`src/rtl/usb_to_uart_bridge.sv`:
```
`default_nettype none
// ---------------------------------------------------------------------------
// usb_to_uart_bridge : FIFO-buffered byte path from usb_serial to the UART TX,
//                      with optional LF -> CR LF expansion and drop statistics.
// Revision: 1.0
// ---------------------------------------------------------------------------
module usb_to_uart_bridge #(
   parameter int DEPTH     = 64,
   parameter bit EXPAND_LF = 1'b1
) (
   input  logic                     clk,
   input  logic                     reset,
   input  logic [7:0]               in_data,
   input  logic                     in_strobe,
   input  logic                     out_ready,
   output logic [7:0]               out_data,
   output logic                     out_strobe,
   input  logic                     clear_stats,
   output logic                     overflow,
   output logic [15:0]              drop_count,
   output logic [$clog2(DEPTH):0]   fill
);
   localparam int          AW     = $clog2(DEPTH);
   localparam logic [AW:0] C_FULL = (AW+1)'(DEPTH);
   localparam logic [7:0]  C_LF   = 8'h0A;
   localparam logic [7:0]  C_CR   = 8'h0D;

   typedef enum logic [0:0] {
      IDLE = 1'b0,
      GAP  = 1'b1
   } state_t;

   state_t      state_q, state_d;
   logic [7:0]  mem_q [DEPTH];
   logic [AW:0] wr_ptr_q, wr_ptr_d;
   logic [AW:0] rd_ptr_q, rd_ptr_d;
   logic [AW:0] fill_q, fill_d;
   logic [7:0]  out_data_q, out_data_d;
   logic        out_strobe_q, out_strobe_d;
   logic        pending_lf_q, pending_lf_d;
   logic        overflow_q, overflow_d;
   logic [15:0] drop_count_q, drop_count_d;

   logic [AW:0] count;
   logic        full;
   logic        push;
   logic        drop;
   logic        pop;
   logic [7:0]  rd_byte;

   always_comb begin
      count   = wr_ptr_q - rd_ptr_q;
      full    = (count == C_FULL);
      // A full FIFO drops the write even if a pop frees a slot this cycle.
      push    = in_strobe && !full;
      drop    = in_strobe && full;
      rd_byte = mem_q[rd_ptr_q[AW-1:0]];

      state_d      = state_q;
      out_data_d   = out_data_q;
      out_strobe_d = 1'b0;
      pending_lf_d = pending_lf_q;
      pop          = 1'b0;

      unique case (state_q)
         IDLE: begin
            if (out_ready) begin
               if (pending_lf_q) begin
                  out_data_d   = C_LF;
                  out_strobe_d = 1'b1;
                  pending_lf_d = 1'b0;
                  state_d      = GAP;
               end else if (count != '0) begin
                  pop          = 1'b1;
                  out_strobe_d = 1'b1;
                  state_d      = GAP;
                  if (EXPAND_LF && (rd_byte == C_LF)) begin
                     out_data_d   = C_CR;
                     pending_lf_d = 1'b1;
                  end else begin
                     out_data_d = rd_byte;
                  end
               end
            end
         end
         GAP:     state_d = IDLE;
         default: state_d = IDLE;
      endcase

      wr_ptr_d = wr_ptr_q + (AW+1)'(push);
      rd_ptr_d = rd_ptr_q + (AW+1)'(pop);
      fill_d   = wr_ptr_d - rd_ptr_d;

      overflow_d   = overflow_q;
      drop_count_d = drop_count_q;
      if (clear_stats) begin
         overflow_d   = 1'b0;
         drop_count_d = '0;
      end else if (drop) begin
         overflow_d = 1'b1;
         if (drop_count_q != 16'hFFFF) begin
            drop_count_d = drop_count_q + 16'd1;
         end
      end
   end

   always_ff @(posedge clk) begin
      if (push) begin
         mem_q[wr_ptr_q[AW-1:0]] <= in_data;
      end
   end

   always_ff @(posedge clk) begin
      if (reset) begin
         state_q      <= IDLE;
         wr_ptr_q     <= '0;
         rd_ptr_q     <= '0;
         fill_q       <= '0;
         out_data_q   <= '0;
         out_strobe_q <= 1'b0;
         pending_lf_q <= 1'b0;
         overflow_q   <= 1'b0;
         drop_count_q <= '0;
      end else begin
         state_q      <= state_d;
         wr_ptr_q     <= wr_ptr_d;
         rd_ptr_q     <= rd_ptr_d;
         fill_q       <= fill_d;
         out_data_q   <= out_data_d;
         out_strobe_q <= out_strobe_d;
         pending_lf_q <= pending_lf_d;
         overflow_q   <= overflow_d;
         drop_count_q <= drop_count_d;
      end
   end

   assign out_data   = out_data_q;
   assign out_strobe = out_strobe_q;
   assign overflow   = overflow_q;
   assign drop_count = drop_count_q;
   assign fill       = fill_q;

endmodule
`default_nettype wire

```
`config.mk`:
```
export PLATFORM = sky130hd
export DESIGN_NAME = usb_to_uart_bridge
export DESIGN_NICKNAME = d
export VERILOG_FILES = /design/src/rtl/usb_to_uart_bridge.sv
export SDC_FILE = /design/constraint.sdc
export NUM_CORES = 1
export LEC_CHECK = 0
export CORE_MARGIN = 4
export CORE_UTILIZATION = 47
export CTS_BUF_LIST = sky130_fd_sc_hd__clkbuf_4
export DETAILED_ROUTE_END_ITERATION = 8
export PLACE_DENSITY = 0.67
export SKIP_CTS_REPAIR_TIMING = 1
export SYNTH_ARGS = -nofsm -noshare
export SYNTH_HDL_FRONTEND = slang
export SYNTH_SLANG_ARGS = --single-unit
```
`constraint.sdc`:
```
create_clock -name clk -period 6 [get_ports clk]
set_input_delay 0.9 -clock clk [delete_from_list [all_inputs] [get_ports clk]]
set_output_delay 0.9 -clock clk [all_outputs]
set_load 0.005 [all_outputs]
```
==> flow_summary.toml <==
[die]
rows = 79
die_x_um = 225
ios = 46
dieArea_mm2 = 0.0507
initial_core_util_pct = 47.6
coreArea_mm2 = 0.0466
die_height_um = 225

[min_path]
hold_start = "out_data[3]"
hp-class = "flop to flop"
hold_depth = 2
whs_endpoint = "out_data[3]"

[clock_network]
insertion_delay_ns = 0.85
cts_buffers = 140
cts_tree = "done"
clock_sinks = 560
htree_levels = 4
path_clk_slew_ns = 0.07
clockBufferDepth = 3
cts_root_buffer = "clkbuf_4"

[pwr]
p_switching_mw = 2.17
fin_total_pwr_mw = 8.79
p_int_mw = 6.62
ir_drop_mv = 0.189
p_per_area_mw_per_mm2 = 353
seqPwrFrac_pct = 49.7
p_leak_nw = 7.85
p_comb_share_pct = 14.5
swShare_pct = 24.6
pwr-share-clk_pct = 35.8

[yosys]
synth-seq-cells = 560
yosysTopAreaCell = "edfxtp_1"
syn_inst = 1160
yosysWarnings = 0
synth_top_area_share_pct = 69.3
synth_area_per_cell_um2 = 19.1
synth_cell_type_count = 58
synth_edf_count = 512
yosysSeqAreaShare_pct = 73.6
synth.area.top_cells = "edfxtp_1 69%, mux4_2 14%, dfxtp_1 4.3%, nor2_1 1.9%, a22oi_1 1.1%"
syn_nets = 1191
netlist_area_mm2 = 0.0222
async_flop_share_pct = 0
ys.flop_type = "edfxtp_1"

[critical_path]
crit_top_cell = "ha_1"
worst-setup-path-type = "flop to flop"
r2r_end = "fill[6]"
rr_startpoint = "rd_ptr_q[4]"
reg2reg_depth = 18
rrSetupSlack_ns = 1.37
crit_fanout = 14
worstPathArrival_ns = 5.30
path_delay_family = "compound AO/OA/AOI/OAI gates"
cp-start-kind = "flop"
worstPathCellList = "inv_1 -> ha_1 -> nand3_1 -> o311ai_0 -> a211oi_1 -> mux2i_1 -> a211o_1 -> inv_1 -> ha_1 -> ha_1 -> xnor2_1 -> ha_1 -> a21o_1 -> a21oi_1 -> o21bai_1 -> a21oi_1 -> xnor2_1 -> nor2_1"
cp_num_buf_inv = 2
end_kind = "flop"
cpPeakStageDelay_ns = 0.53
critical-path-slowest-cell = "inv_1"
required_ns = 6.68

[finish]
nFillCells = 3681
syn_to_final_growth_pct = 12.4
drive_gt1_share_pct = 27.5
final_common_cell = "edfxtp_1"
num-nets-final = 1334
mostFrequentLayoutCells = "512 x edfxtp_1, 192 x clkbuf_4, 140 x mux4_2"

[placement]
dp_slack_ns = 1.50
place.gp.congestion = 0.811
hpwlAfterDp_um = 30000
io_buffers = 45

[drt]
first_iter_violations = 997
wl_per_cell_um = 25.2
vias = 11700
routed_wl_um = 50300
drc = 0
ant_nets = 0
viasPerCell = 5.86
firstDrtPassIters = 5

[sta]
tightestPinTransition_ns = 1.27
fin_crit_sh_pct = 77.1
finalHoldViolCount = 0
finalWorstSetupSlack_ns = 1.37
fin_skew_ns = 0.0489
slew_viol_final = 0
rsz0062_at_grt = "false"
finalSetupTns_ns = 0
relSlewSlack_pct = 15.2
finalSetupViolations = 0
fmax_ghz = 0.216
min_period_ns = 4.63

[flow_run]
maxCapViolCount = 0

[global_routing]
overflow = 0
first_global_vias = 11800
grt_antenna_before_repair = 1
grt_util_all_layers_pct = 20.2
grt_max_degree = 65
grt_pass1_wl_um = 76000

[run_status]
outcome = "complete, no violations"
-- synth_stat cells (4+ instances only) --
cell      instances
nand2_1          33
nor4_1           11
nand4_1           4
mux2_2            4
a21o_1            6
nor2_1          112
nand3_1          18
a211oi_1          5
nor2b_1           9
nor3_1            9
xor2_1            6
inv_2             4
xnor2_1          25
mux4_2          140
buf_1             7
buf_2            13
and2_1            7
mux2i_1          11
a21oi_1          27
dfxtp_1          48
buf_6             4
edfxtp_1        512
clkbuf_1         30
inv_1            14
a22oi_1          32
ha_1             17
-- logic make-up after synthesis --
family | synth area share (%)
AO/OA/AOI/OAI | 3.12
XOR/XNOR | 1.22
adder cells (fa/ha/maj) | 1.05
buffers and inverters | 1.49
flip-flops | 73.6
multiplexers | 14.9
AND/OR/NAND/NOR | 4.56
-- metal layers --
metal	up-vias	track usage (%)	part of all wire [%]
li1	5069	-	-
met1	5991	29.2	43
met2	539	30.1	47
met3	95	5.74	8.1
met4	0	6.80	2.4
met5	-	0	0
-- worst max-delay path by stage --
stage	depth (start not counted)	slack, ns	start	end
6_report	18	1.37	rd_ptr_q[4]	fill[6]
5_1_grt	18	1.02	rd_ptr_q[4]	fill[5]
4_1_cts	18	1.45	rd_ptr_q[4]	fill[6]
3_5_place_dp	18	1.50	rd_ptr_q[4]	fill[5]
3_3_place_gp	17	1.64	rd_ptr_q[3]	fill[5]
2_1_floorplan	20	1.67	rd_ptr_q[1]	fill[5]
-- worst min-delay path: stages (launching register included) --
cell,delay [ns]
dfxtp_1,0.31
inv_1,0.05
a21oi_1,0.05
-- per-stage QoR --
stage / cell area (um^2) / cells / util [%] / hold slack [ns]
4_1_cts: 24900 / 1995 / 53.5 / 0.455
3_3_place_gp: 23200 / 1768 / 49.8 / 0.435
5_1_grt: 24900 / 1996 / 53.5 / 0.481
6_report: 24900 / 1996 / 53.5 / 0.454
3_5_place_dp: 23200 / 1768 / 49.8 / 0.445
2_1_floorplan: 22200 / 1160 / - / 0.441
-- sequential cells by signal, summed over array words and instances, names as in the netlist --
register	cells
drop_count	16
fill	7
mem_q	512
out_data	8
overflow	1
pending_lf_q	1
rd_ptr_q	7
state_q	1
wr_ptr_q	7
-- power by group through the flow --
stage | Combinational, mW | Clock (mW) | Sequential [mW]
4_1_cts | 1.28 | 3.22 | 4.37
3_5_place_dp | 1.28 | 0 | 4.45
2_1_floorplan | 0.889 | 0 | 4.42
5_1_grt | 1.37 | 3.45 | 4.37
3_3_place_gp | 1.27 | 0 | 4.45
6_report | 1.28 | 3.15 | 4.36
-- area by class of cell --
class	instances	area [um^2]	share of cell area (%)
antenna	1	2.50	0.0100
clock buffer	192	1440	5.78
clock inverter	35	280	1.12
inverter	18	67.6	0.271
multi-input combinational	526	5520	22.1
sequential	560	16300	65.6
tap	607	759	3.05
timing repair buffer	57	513	2.06
(Power assumes the default switching activity.)
